--- src/rtl/soin_bpredictor_update_queue.sv ---
// Branch-predictor update queue: buffers resolved branches, computes saturated 2-bit counters and issues one table/BTB write per cycle.
// Optional feature: define BP_UPD_BYPASS_EN to forward the last written counter byte into back-to-back updates of the same byte.
`timescale 1ns/1ps

`ifndef BP_META_WIDTH
`define BP_META_WIDTH 18
`endif

module soin_bpredictor_update_queue #(
  parameter int unsigned DEPTH_L = 2
) (
  input  logic                      clk,
  input  logic                      reset,
  input  logic                      execute_bpredictor_update,
  input  logic [31:0]               execute_bpredictor_PC,
  input  logic [31:0]               execute_bpredictor_target,
  input  logic                      execute_bpredictor_dir,
  input  logic                      execute_bpredictor_miss,
  input  logic [`BP_META_WIDTH-1:0] execute_bpredictor_meta,
  input  logic                      up_ready,
  output logic                      up_wen,
  output logic [7:0]                up_index,
  output logic [31:0]               up_data,
  output logic [3:0]                up_be,
  output logic                      up_target_wen,
  output logic [29:0]               up_target,
  output logic                      queue_full,
  output logic [15:0]               drop_count
);

  localparam int unsigned DEPTH = 1 << DEPTH_L;

  typedef struct packed {
    logic [7:0]  index;
    logic [7:0]  cbyte;
    logic [1:0]  lane;
    logic [1:0]  k;
    logic        dir;
    logic        miss;
    logic [29:0] target;
  } entry_t;

  entry_t           mem [DEPTH];
  entry_t           head;
  entry_t           in_entry;
  logic [DEPTH_L:0] rd_ptr;
  logic [DEPTH_L:0] wr_ptr;
  logic             empty;
  logic             full;
  logic             deq;
  logic             enq;
  logic             drop;

  logic [7:0]       base_byte;
  logic [7:0]       new_byte;
  logic [1:0]       old_cnt;
  logic [1:0]       new_cnt;
  logic             need_wen;
  logic             need_twen;

  // Only PC[3:2], target[31:2] and meta[17:0] carry information for this block.
  logic unused_bits;
  assign unused_bits = ^{execute_bpredictor_PC[31:4], execute_bpredictor_PC[1:0],
                         execute_bpredictor_target[1:0]};

  assign empty = (rd_ptr == wr_ptr);
  assign full  = (rd_ptr[DEPTH_L] != wr_ptr[DEPTH_L]) &&
                 (rd_ptr[DEPTH_L-1:0] == wr_ptr[DEPTH_L-1:0]);
  assign deq   = !empty && up_ready;
  assign enq   = execute_bpredictor_update && (!full || deq);
  assign drop  = execute_bpredictor_update && full && !deq;

  assign queue_full = full;
  assign head       = mem[rd_ptr[DEPTH_L-1:0]];

  always_comb begin
    in_entry        = '0;
    in_entry.index  = execute_bpredictor_meta[7:0];
    in_entry.cbyte  = execute_bpredictor_meta[15:8];
    in_entry.lane   = execute_bpredictor_meta[17:16];
    in_entry.k      = execute_bpredictor_PC[3:2];
    in_entry.dir    = execute_bpredictor_dir;
    in_entry.miss   = execute_bpredictor_miss;
    in_entry.target = execute_bpredictor_target[31:2];
  end

  // Storage needs no reset: clearing the pointers discards every entry.
  always_ff @(posedge clk) begin
    if (enq) begin
      mem[wr_ptr[DEPTH_L-1:0]] <= in_entry;
    end
  end

  always_ff @(posedge clk) begin
    if (!reset) begin
      rd_ptr     <= '0;
      wr_ptr     <= '0;
      drop_count <= '0;
    end else begin
      if (deq) rd_ptr <= rd_ptr + {{DEPTH_L{1'b0}}, 1'b1};
      if (enq) wr_ptr <= wr_ptr + {{DEPTH_L{1'b0}}, 1'b1};
      if (drop && (drop_count != '1)) drop_count <= drop_count + 16'd1;
    end
  end

`ifdef BP_UPD_BYPASS_EN
  logic       lw_valid;
  logic [7:0] lw_index;
  logic [1:0] lw_lane;
  logic [7:0] lw_byte;

  always_ff @(posedge clk) begin
    if (!reset) begin
      lw_valid <= 1'b0;
      lw_index <= '0;
      lw_lane  <= '0;
      lw_byte  <= '0;
    end else if (deq && need_wen) begin
      lw_valid <= 1'b1;
      lw_index <= head.index;
      lw_lane  <= head.lane;
      lw_byte  <= new_byte;
    end
  end

  // The meta byte was read before the previous write landed; use the written value instead.
  always_comb begin
    base_byte = head.cbyte;
    if (lw_valid && (lw_index == head.index) && (lw_lane == head.lane)) begin
      base_byte = lw_byte;
    end
  end
`else
  assign base_byte = head.cbyte;
`endif

  always_comb begin
    old_cnt = base_byte[{head.k, 1'b0} +: 2];
    new_cnt = old_cnt;
    if (head.dir) begin
      if (old_cnt != 2'd3) new_cnt = old_cnt + 2'd1;
    end else begin
      if (old_cnt != 2'd0) new_cnt = old_cnt - 2'd1;
    end
    new_byte = base_byte;
    new_byte[{head.k, 1'b0} +: 2] = new_cnt;
    need_wen  = (new_byte != base_byte);
    need_twen = head.dir && head.miss;
  end

  always_ff @(posedge clk) begin
    if (!reset) begin
      up_wen        <= 1'b0;
      up_target_wen <= 1'b0;
      up_index      <= '0;
      up_data       <= '0;
      up_be         <= '0;
      up_target     <= '0;
    end else begin
      up_wen        <= deq && need_wen;
      up_target_wen <= deq && need_twen;
      if (deq) begin
        up_index  <= head.index;
        up_data   <= {4{new_byte}};
        up_be     <= 4'b0001 << head.lane;
        up_target <= head.target;
      end
    end
  end

endmodule

--- config.mk ---
export PLATFORM = sky130hd
export DESIGN_NAME = soin_bpredictor_update_queue
export DESIGN_NICKNAME = d
export VERILOG_FILES = /design/src/rtl/soin_bpredictor_update_queue.sv
export SDC_FILE = /design/constraint.sdc
export NUM_CORES = 1
export LEC_CHECK = 0
export BUFFER_PORTS_ARGS = -buffer_cell sky130_fd_sc_hd__buf_2
export CAP_MARGIN = 20
export CORE_MARGIN = 3
export CORE_UTILIZATION = 30
export DETAILED_ROUTE_END_ITERATION = 8
export PLACE_DENSITY = 0.52
export SYNTH_ARGS = -nofsm -noshare
export SYNTH_HDL_FRONTEND = slang
export SYNTH_SLANG_ARGS = --single-unit
--- constraint.sdc ---
create_clock -name clk -period 4.4 [get_ports clk]
set_input_delay 0 -clock clk [delete_from_list [all_inputs] [get_ports clk]]
set_output_delay 0 -clock clk [all_outputs]
set_load 0.02 [all_outputs]
# After elaboration in Yosys (flattened, before gate mapping)

Memory sizes are Yosys's and may differ from the RTL's. A register that Yosys moved wholly into a read port is not among the register bits.
Cells that the tools add are included.

Flip-flop bits (word level): 98
Input port bits: 88
Output and inout bits: 93
Word-level logic and storage cells: 48
Bits in writable memories: 208
Memories: 1

Memory list:

| name | depth | bits a word | rd ports | clocked after Yosys merged registers in | write ports | line | source |
|---|---|---|---|---|---|---|---|
| mem  | 4     | 52          | 1        | 1                                       | 1           | 43   | `entry_t mem [DEPTH];` |

Shifts and indexed selects: 4
Mux-type cells: 8
Equality and inequality tests: 6
Reductions and logical operators: 14
Add/sub/neg operators: 6

Operator list:

| kind                  | number |
|---|---|
| $add 16x1->16 const B | 1 |
| $ne 16x16->1 const B  | 1 |
| $mux 2                | 5 |
| $logic_and 1x1->1     | 9 |
| $bwmux 8              | 1 |
| $ne 8x8->1            | 1 |
| $shift 2x5->8 const A | 1 |
| $shiftx 2x5->8        | 1 |
| $shiftx 8x4->2        | 1 |
| $add 3x1->3 const B   | 2 |
| $neg 3->5             | 1 |
| $shl 1x2->4 const A   | 1 |
| $eq 3x3->1            | 1 |
| $logic_not 1->1       | 3 |
| $add 2x1->2 const B   | 1 |
| $eq 2x2->1            | 1 |
| $mux 1                | 2 |
| $ne 2x2->1 const B    | 1 |
| $reduce_bool 2->1     | 1 |
| $sub 2x1->2 const B   | 1 |
| $logic_or 1x1->1      | 1 |
| $ne 1x1->1            | 1 |

# Depth between registers and ports, before layout

Gate-level depths: netlist of run 1.

Word-level depth: 8
Mapped depth: 12
Gate-level depth less buffers: 10

# Worst setup path after synthesis of run 1

Ideal clock, no wire load.

Path type: flip-flop to flip-flop
From: register wr_ptr[2]
To: memory mem[3][0] (netlist bit) (enable)
Slack: 0.748 ns
Cell stages (with the launch flop): 6
Buffers on the path: 1
Data arrival time: 3.187 ns
Period minus slack after synthesis: 3.652 ns
Cells stage by stage: dfxtp_1 -> xnor2_1 -> nor4_1 -> nand2b_1 -> clkbuf_1 -> nor2_1

Word-level cells in the longest chain between the ends: 7
Elaborated cells on any way between the ends: 10
Classes of those cells: 2 x eq/ne; 2 x mux; 6 x reduce/logical

RTL lines:

| what                                                 | line   | source |
|---|---|---|
| start: declaration                                   | 47     | `logic [DEPTH_L:0] wr_ptr;` |
| start signal: assignment                             | 101    | `if (enq) wr_ptr <= wr_ptr + {{DEPTH_L{1'b0}}, 1'b1};` |
| $eq 3x3->1 or $ne 1x1->1 (tied branches)             | 66, 67 |  |
| $logic_not 1->1 or $logic_and 1x1->1 (tied branches) | 69, 67 |  |
| $logic_and 1x1->1 or $logic_not 1->1 (tied branches) | 69, 70 |  |
| $logic_or 1x1->1 *                                   | 70     | `assign enq = execute_bpredictor_update && (!full \|\| deq);` |
| $logic_and 1x1->1 *                                  | 70     |  |
| $mux 1 *                                             | 89     | `if (enq) begin` |
| $mux 1 (implied by the code) *                       | 90     | `mem[wr_ptr[DEPTH_L-1:0]] <= in_entry;` |
| end: declaration                                     | 43     |  |

Mark *: on every way between the ends. The rest lies on a longest branch, timed or not.

==> results of run 1 <==
[cell families (layout without fill, tap and decap cells)]
logic type      after synthesis  after routing  synth area share, %
compound gates               89             89                 4.84
other cells                   0              1                    0
buf+inv                      73            286                 3.47
mux                          67             67                 12.1
fa+ha+maj                    13             13                 1.42
xor+xnor                     21             21                 1.64
flops                       284            284                 69.4
simple gates                178            178                 7.12
[metal layers]
| metal | GRT usage [%] | wire length, µm |
|---|---|---|
| met1 | 17.6 | 11600 |
| met2 | 21.6 | 12400 |
| met3 | 2.46 | 1070 |
| met4 | 3.23 | 618 |
| met5 | 0 | 0 |
[state kept, by name, indices dropped and copies added (netlist names), named ones only]
| signal | flops |
|---|---|
| up_index | 8 |
| up_data | 8 |
| up_target | 30 |
| mem | 208 |
| wr_ptr | 3 |
| rd_ptr | 3 |
| up_be | 4 |
| drop_count | 16 |
| up_target_wen | 1 |
| up_wen | 1 |
[worst paths after layout]
kind                                    end  slack (ps)
worst min-delay path            up_index[2]          80
worst max register to register       up_wen        1110
worst min register to register     up_be[1]         450
worst max-delay path                 up_wen        1110
[through the flow]
stage          worst slack, ps  utilization [%]  power [mW]  hold slack [ps]
6_report                  1110             38.1        7.39             83.2
5_1_grt                    869             38.1        7.75              103
4_1_cts                   1110             38.1        7.51             61.1
3_5_place_dp              1110             33.6        4.65              216
3_3_place_gp              1110             33.6        4.65              218
2_1_floorplan              748                -        4.28             98.9
[cells in the final DEF, fill, tap and decap left out, types with 14 or more instances in the layout]
| cell | Yosys | final |
|---|---|---|
| a21oi_1 | 50 | 50 |
| buf_2 | 1 | 148 |
| clkbuf_16 | 0 | 30 |
| dfxtp_1 | 76 | 74 |
| dlygate4sd3_1 | 0 | 55 |
| edfxtp_1 | 208 | 208 |
| inv_1 | 15 | 14 |
| mux4_2 | 52 | 52 |
| nand2_1 | 100 | 100 |
| nor2_1 | 41 | 37 |
[worst register-to-register path: stages (launching register included)]
cell      delay (ps)
dfxtp_4          580
mux4_2           750
inv_1            200
ha_1             280
nor4b_1          580
nand2_1          160
and3_1           220
a211oi_1         240
a41oi_1          150
[area by class of cell]
type,instances,area (µm²)
antenna,1,2.50
clock buffer,42,856
clock inverter,14,251
fill,3449,22700
inverter,16,60.1
multi-input combinational,368,3080
sequential,284,7770
tap,468,586
timing repair buffer,214,1390
[power by group through the flow]
stage / combinational [mW] / clock (mW) / sequential [mW]
final: 1.44 / 2.77 / 3.18
after detailed placement: 1.42 / 0 / 3.24
after CTS: 1.46 / 2.86 / 3.18
after floorplan: 0.988 / 0 / 3.30
after global placement: 1.42 / 0 / 3.23
after global routing: 1.58 / 2.97 / 3.20
[what timing repair did]
item | CTS | global route
hold buffers | 55 | 0
endpoints found under the setup margin | 0 | 0
endpoints found under the hold margin | 219 | 0
==> results.md, run 1 <==
- Die Width: 199 µm
- Nets: 1013
- Most common cell in the netlist: edfxtp_1
- CTS Buffer Depth: 3
- Worst Path Buf+Inv: 1
- Worst hold path type: in -> reg
- Antenna Violating Nets Remaining: 0
- Starting Density: 30.5%
- CTS Root Cell: clkbuf_16
- CP arrival: between 3000 and 4000 ps
- CTS Sinks: 284
- Worst path top cell family by delay: simple AND/OR/NAND/NOR gates
- Hold Path Stages: 4
- First DRT Iteration DRCs: 244
- Critical-path cell list: mux4_2 -> inv_1 -> ha_1 -> nor4b_1 -> nand2_1 -> and3_1 -> a211oi_1 -> a41oi_1
- Layout Skew: about 25 ps
- Max incr delay on CP: around 740 ps
- DRT Pass-1 Iters: 4
- Setup Total Neg Slack: 0 ps
- Period Utilization, post-route: 74.7%
- Cells after Synth: 725
- Area Growth Syn to Fin: 25.0%
- Number of global-route vias before repair: 6722
- Sequential share of the synthesized area: 69.4%
- Largest net degree at the start of global routing: 43
- Mapped Nets: 824
- Synth warn: 0
- Internal Power: roughly 5.4 mW
- Post-DP HPWL: 15600 µm
- Final Hold Fails: 0
- Slew Limit Fails: 0
- Max cap viols: 0
- Worst path depth: 8
- Synth area leaders: edfxtp_1 (56%), dfxtp_1 (14%), mux4_2 (10%)
- Post-synth EDFFs: 208
- Wire per inst: 18.2 µm
- Total track usage: 13.0%
- Layout cell share with drive strength beyond 1: 30.3%
- Setup bufs post-CTS: 0
- DR vias: 6574
- Global-route wire length before repair: 39700 µm
- Fmax: 304 MHz
- DRC: 0
- Share of the synthesized area in the top cell type: a little under three fifths
- Lkg Pwr: 5.04 nW
- Max IR drop VDD: 0.000358 V
- Initial antenna violation count: 1
- Synth top cells by count: edfxtp_1 (208), nand2_1 (100), dfxtp_1 (76), mux4_2 (52), a21oi_1 (50)
- Reg clk slew, reported paths: 60 ps
- Reg power frac: 43.0%
- Vias per inst: 4.67
- Setup CP Type: reg -> reg
- CORE AREA: around 0.037 mm²
- Routed Wire Length: 25600 µm
- Number of port buffers: 148
- Startpoint Class: register
- Die ar.: a little under 0.04 mm²
- Post-Synthesis Mean Instance Area: 15.4 µm²
- Most used DFF post-synth: edfxtp_1
- Status: finished clean
- Yosys cell types: 55
- Crit path max fanout: 17
- # H-tree levels: 1
- Setup Viol. Count Final: 0
- Yosys top cell by area: edfxtp_1
- Synth Register Bits: approximately 280
- Power per cell area: between 500 and 600 mW/mm²
- Minimum clock period: 3290 ps
- Post-DP Area: around 0.012 mm²
- Net Sw Power: 2.03 mW
- Crit-path slowest cell: mux4_2
- Sw frac: 27.4%
- RSZ-0062 raised after global routing: no
- Relative slew margins: about a third
- HP Start: up_ready
- CTS tree: built
- GRT overflow: 0
- R2r worst-path depth: 8
- Die Y: approximately 200 µm
- Asr flop ratio synth: 0%
- Gp weighted congestion: ~0.8
- Crit path capture type: register
- Worst EP required: 4830 ps
- Logic pwr share: between 10% and 20%
- Clk Latency, worst-skew pair: 590 ps
- Non-Filler Instances: 1407
- Rows: 70
- Clock share of power: between 30% and 40%
- Final instance area: 0.0140 mm²
- I/O Pins: between 150 and 200
- CTS Buf Count: 30
- Placed cells: 1295
- Worst-margin pin slew: ~1000 ps
- Synthesized cell area: 0.0112 mm²
- CTS resizes: 0
Note: power is estimated with default switching activity, not from simulation.
==> inputs of run 2 (changes only) <==
Clock period 4.4 ns to 3.45 ns, I/O delays scaled along.
==> run 2 against run 1 <==
Combinational power rose by 31%. Clock power rose by 33%. Setup slack got worse by 650 ps. Sequential share of layout area fell by 0.57 points. Sequential power rose by 26%. Design area rose by 1.0%. Utilization rose by 0.40 points. Count of clock-buffer cells in the layout rose by 7. Worst hold slack improved by 140 ps. Critical path depth rose by 1. Via count rose by 0.65%. First-iteration DRC count rose by 23%. Largest cell class unchanged. Largest power group unchanged.
==> results.md, run 2 (synthesis gave the netlist of run 1 again) <==
- DRT Pass-1 Iters: 4 (unchanged)
- GRT overflow: 0 (unchanged)
- Met3 wire len: 1540 µm (+43%)
- Max FFs per register: 208 (unchanged)
- Minimum clock period: 2980 ps (-305 ps)
- Status: finished clean
- Gp weighted congestion: 0.793 (-2.7%)
- Max layer used: met4
- Hold buffers post-CTS: 56 (+1.8%)
- CTS Root Cell: clkbuf_16
- Nets: 1026 (+1.3%)
- Placed cells: 1302 (+0.54%)
- Setup bufs post-CTS: 0 (unchanged)
- Die Width: 199 µm (unchanged)
- Wire per inst: 18.0 µm (-1.3%)
- RSZ-0062 raised after global routing: no
- Met1 WL: 11500 µm (-1.0%)
- CTS Buf Count: 35 (+17%)
- Clock share of power: 38.4% (+0.9 points)
- Area Growth Syn to Fin: 26.3%
- Lkg Pwr: 5.13 nW (+1.8%)
- Total track usage: 13.1% (+0.19 points)
- Reg clk slew, reported paths: 60 ps (about the same)
- Post-DP HPWL: 15500 µm (-0.74%)
- Crit path max fanout: 10 (-7)
- Antenna Violating Nets Remaining: 0 (unchanged)
- Pre-CTS setup slack: 505 ps (-610 ps)
- # H-tree levels: 2 (+1)
- Layout cell share with drive strength beyond 1: 30.8% (+0.54 points)
- Max IR drop VDD: 0.000400 V (+12%)
- I/O Pins: 181 (unchanged)
- Fmax: 335 MHz (+10%)
- Post-DP Area: 0.0124 mm² (+0.63%)
- Sw frac: 27.4% (about the same)
- Multi-input logic area: 0.00308 mm² (unchanged)
- Worst-margin pin slew: 761 ps (-251 ps)
- CTS resizes: 0 (unchanged)
- Util after Layout: 38.5% (+0.40 points)
- Max cap viols: 0 (unchanged)
- Net Sw Power: 2.63 mW (+30%)
- Setup CP Type: reg -> reg
- Worst EP required: 3890 ps (-940 ps)
- Sequential cell area: 0.00777 mm² (unchanged)
- Worst hold path type: in -> reg
- PnR worst setup slack: 467 ps (-645 ps)
- DR vias: 6617 (+0.65%)
- CTS Buffer Depth: 3 (unchanged)
- Logic pwr share: 19.7% (+0.3 points)
- Vias per inst: 4.65 (-0.48%)
- Hold_ws: 220 ps (+136 ps)
- Setup Viol. Count Final: 0 (unchanged)
- Relative slew margins: 49.3% (+17 points)
- Number of port buffers: 148 (unchanged)
- Starting Density: 30.5% (unchanged)
- Largest net degree at the start of global routing: 53 (+23%)
- CORE AREA: 0.0367 mm² (unchanged)
- Final instance area: 0.0141 mm² (+1.0%)
- Met2 routed WL: 11900 µm (-3.3%)
- Non-Filler Instances: 1423 (+1.1%)
- Power per cell area: 678 mW/mm² (+28%)
- Fill count: 3481 (+0.93%)
- Die Y: 199 µm (unchanged)
- Setup Total Neg Slack: 0 ps (unchanged)
- DRC: 0 (unchanged)
- Slew Limit Fails: 0 (unchanged)
- Global-route wire length before repair: 39900 µm (+0.50%)
- CTS tree: built
- CTS Sinks: 284 (unchanged)
- Routed Wire Length: 25600 µm (-0.14%)
- Initial antenna violation count: 1 (unchanged)
- Clk Latency, worst-skew pair: 540 ps (-50 ps)
- Die ar.: 0.0397 mm² (unchanged)
- Most common cell after layout, fill and taps aside: edfxtp_1
- Internal Power: 6.96 mW (+30%)
- Layout Skew: 15.8 ps (-9.52 ps)
- Rows: 70 (unchanged)
- Final Power: 9.59 mW (+30%)
- First DRT Iteration DRCs: 300 (+23%)
- Period Utilization, post-route: 86.5% (+12 points)
- Startpoint Class: register
- Most frequent cells in the layout: edfxtp_1 (208), buf_2 (148), nand2_1 (100)
- CP arrival: 3420 ps (-300 ps)
- Final Hold Fails: 0 (unchanged)
- Reg power frac: 41.9% (-1.1 points)
- Crit path capture type: register
- Number of global-route vias before repair: 6819 (+1.4%)
-- run 2: changes by cell type in the layout (fill, tap and decap cells not counted), moves of 3 or more --
cell       before  now
clkinv_2        3    6
clkbuf_16      30   36
buf_4          10   15
clkbuf_8        6    2
clkbuf_1        6   11
-- run 2: final cells by class --
type | count | share of cell area [%]
diodes | 1 | 0.0177
clock buffers | 49 | 6.86
clock inverters | 15 | 1.38
inverters | 16 | 0.425
multi-input cells | 368 | 21.8
flip-flops and latches | 284 | 55.0
well taps | 468 | 4.14
repair buffers | 222 | 10.4
-- run 2: final timing paths --
check	startpoint	to	slack, ps	cells past startpoint
setup reg to reg	register	up_wen	470	9
hold / removal	execute_bpredictor_target[4]	mem[1][2]	220	2
setup / recovery	register	up_wen	470	9
hold reg to reg	up_be[3]	up_be[3]	450	2
-- run 2: per-layer routing --
layer / up-vias / global-route usage, %
met3: 45 / 2.78
li1: 3113 / -
met2: 184 / 20.8
met1: 3275 / 17.8
met4: 0 / 5.18
met5: - / 0
-- run 2: critical path: stages (launching register included) --
cell and delay (ps):
dfxtp_4 380, mux4_2 620, inv_2 230, ha_1 200, nor2b_1 290, nand3b_4 170
or3b_2 460, a31oi_1 220, nor4b_2 80, a41oi_1 230
-- run 2: power groups by stage --
stage,sequential (mW),clock (mW),combinational [mW]
after global placement,4.08,0,1.87
after CTS,4.02,3.82,1.92
final,4.02,3.68,1.89
after detailed placement,4.09,0,1.87
after floorplan,4.20,0,1.26
after global routing,4.05,3.95,2.08
==> inputs of run 3 (changes only) <==
Clock period 3.45 ns to 3 ns, I/O delays scaled along.
==> run 3 against run 2 <==
Utilization decreased by 0.35 points. Total power increased by 9.4%. Via count decreased by 0.60%. Count of clock-buffer cells in the layout increased by 1. Die area unchanged.
==> results.md, run 3 (synthesis gave the netlist of run 1 again) <==
- RSZ-0062 raised after global routing: no
- Worst hold path type: in -> reg
- Lkg Pwr: 5.08 nW (-1.2%)
- Initial antenna violation count: 1 (unchanged)
- CTS Sinks: 284 (unchanged)
- Slew Limit Fails: 0 (unchanged)
- Worst-margin pin slew: 898 ps (+137 ps)
- Reg power frac: 44.1% (+2.2 points)
- Max cap viols: 0 (unchanged)
- Startpoint Class: register
- Starting Density: 30.5% (unchanged)
- Number of global-route vias before repair: 6737 (-1.2%)
- Setup Viol. Count Final: 0 (unchanged)
- First DRT Iteration DRCs: 361 (+20%)
- Critical-path cell list: mux4_2 -> inv_1 -> ha_1 -> nor2b_1 -> nand3b_4 -> or3b_2 -> a31oi_1 -> nor4b_2 -> a41oi_1
- Power per cell area: 749 mW/mm² (+10%)
- Final instance area: 0.0140 mm² (-0.92%)
- GRT overflow: 0 (unchanged)
- Wire per inst: 17.8 µm (-1.1%)
- Vias per inst: 4.63 (-0.46%)
- Layout cell share with drive strength beyond 1: 30.7% (-0.15 points)
- Total track usage: 12.7% (-0.46 points)
- Reg clk slew, reported paths: 60 ps (about the same)
- Crit path max fanout: 8 (-2)
- Period Utilization, post-route: 92.6% (+6.2 points)
- Routed Wire Length: 25300 µm (-1.2%)
- Clock share of power: 34.9% (-3.5 points)
- Post-DP HPWL: 15700 µm (+1.3%)
- Setup bufs post-CTS: 0 (unchanged)
- Util after Layout: 38.2% (-0.35 points)
- Hold_ws: 64.6 ps (-155 ps)
- Non-Filler Instances: 1421 (-0.14%)
- Die ar.: 0.0397 mm² (unchanged)
- Most common cell after layout, fill and taps aside: edfxtp_1
- Antenna Violating Nets Remaining: 0 (unchanged)
- Worst EP required: 3480 ps (-410 ps)
- # H-tree levels: 1 (-1)
- Placed cells: 1307 (+0.38%)
- HP Start: up_ready
- I/O Pins: 181 (unchanged)
- Internal Power: 7.58 mW (+8.9%)
- CTS Root Cell: clkbuf_16
- Max incr delay on CP: 520 ps (-100 ps)
- CTS Buffer Depth: 3 (unchanged)
- Pre-CTS setup slack: 243 ps (-262 ps)
- Nets: 1026 (unchanged)
- Relative slew margins: 39.9% (-9.4 points)
- Status: finished clean
- Final Hold Fails: 0 (unchanged)
- Largest net degree at the start of global routing: 53 (unchanged)
- Crit path capture type: register
- CORE AREA: 0.0367 mm² (unchanged)
- Die Width: 199 µm (unchanged)
- Most frequent cells in the layout: edfxtp_1 (208), buf_2 (148), nand2_1 (100)
- Max FFs per register: 208 (unchanged)
- Max IR drop VDD: 0.000472 V (+18%)
- Hold buffers post-CTS: 55 (-1.8%)
- CP arrival: 3260 ps (-160 ps)
- CTS resizes: 0 (unchanged)
- Rows: 70 (unchanged)
- Layout Skew: 9.89 ps (-5.87 ps)
- Minimum clock period: 2780 ps (-204 ps)
- Net Sw Power: 2.92 mW (+11%)
- DR vias: 6577 (-0.60%)
- Worst path top cell family by delay: simple AND/OR/NAND/NOR gates
- Global-route wire length before repair: 38900 µm (-2.4%)
- Setup CP Type: reg -> reg
- DRT Pass-1 Iters: 5 (+1)
- Crit-path slowest cell: mux4_2
- Post-DP Area: 0.0125 mm² (+0.40%)
- Clk Latency, worst-skew pair: 570 ps (+30 ps)
- Number of port buffers: 148 (unchanged)
- Sw frac: 27.8% (+0.35 points)
- CTS tree: built
- Worst Path Buf+Inv: 1 (unchanged)
- Fmax: 360 MHz (+7.3%)
- Gp weighted congestion: 0.822 (+3.6%)
- DRC: 0 (unchanged)
- Logic pwr share: 21.0% (+1.3 points)
- CTS Buf Count: 31 (-11%)
- Fill count: 3461 (-0.57%)
- Area Growth Syn to Fin: 25.2%
- Die Y: 199 µm (unchanged)
- PnR worst setup slack: 221 ps (-246 ps)
[run 3: cell types whose count changed in the layout (fill, tap and decap cells not counted), moves of 2 or more]
cell	delta
buf_4	+4
bufinv_16	-3
clkbuf_1	+2
clkbuf_16	-5
clkbuf_8	+4
clkinv_2	-2
[run 3: metrics by stage]
step,power [mW],TNS (ps)
after floorplan,6.28,-94330
after global placement,6.89,0
after detailed placement,6.90,0
after CTS,10.7,0
after global routing,11.0,0
final,10.5,0
[run 3: layout make-up]
class	instances	area [µm²]	area share (%)
clock inverter	8	87.6	0.625
tap	468	586	4.18
antenna	1	2.50	0.0179
clock buffer	50	907	6.48
sequential	284	7770	55.5
multi-input combinational	368	3080	22.0
inverter	16	60.1	0.429
timing repair buffer	226	1510	10.8
[run 3: worst paths after layout]
kind / endpoint / slack, ps / cells past startpoint
setup reg to reg: up_wen / 220 / 9
hold / removal: up_be[2] / 60 / 4
hold reg to reg: up_target[25] / 450 / 2
setup / recovery: up_wen / 220 / 9
[run 3: worst min-delay path, stage by stage]
cell	delay (ps)
buf_2	130
o21ai_4	240
nand2_1	150
a21oi_1	50
[run 3: layer usage]
| metal | GRT usage [%] | part of all wire (%) | vias up |
|---|---|---|---|
| li1 | - | - | 3109 |
| met1 | 16.8 | 45 | 3279 |
| met2 | 21.6 | 49 | 157 |
| met3 | 2.58 | 4.7 | 32 |
| met4 | 2.86 | 1.9 | 0 |
| met5 | 0 | 0 | - |
[run 3: power by group through the flow]
stage          logic, mW  clock network [mW]  registers, mW
2_1_floorplan       1.45                   0           4.83
3_3_place_gp        2.19                   0           4.70
3_5_place_dp        2.18                   0           4.71
4_1_cts             2.25                3.79           4.63
5_1_grt             2.43                3.96           4.66
6_report            2.21                3.66           4.63
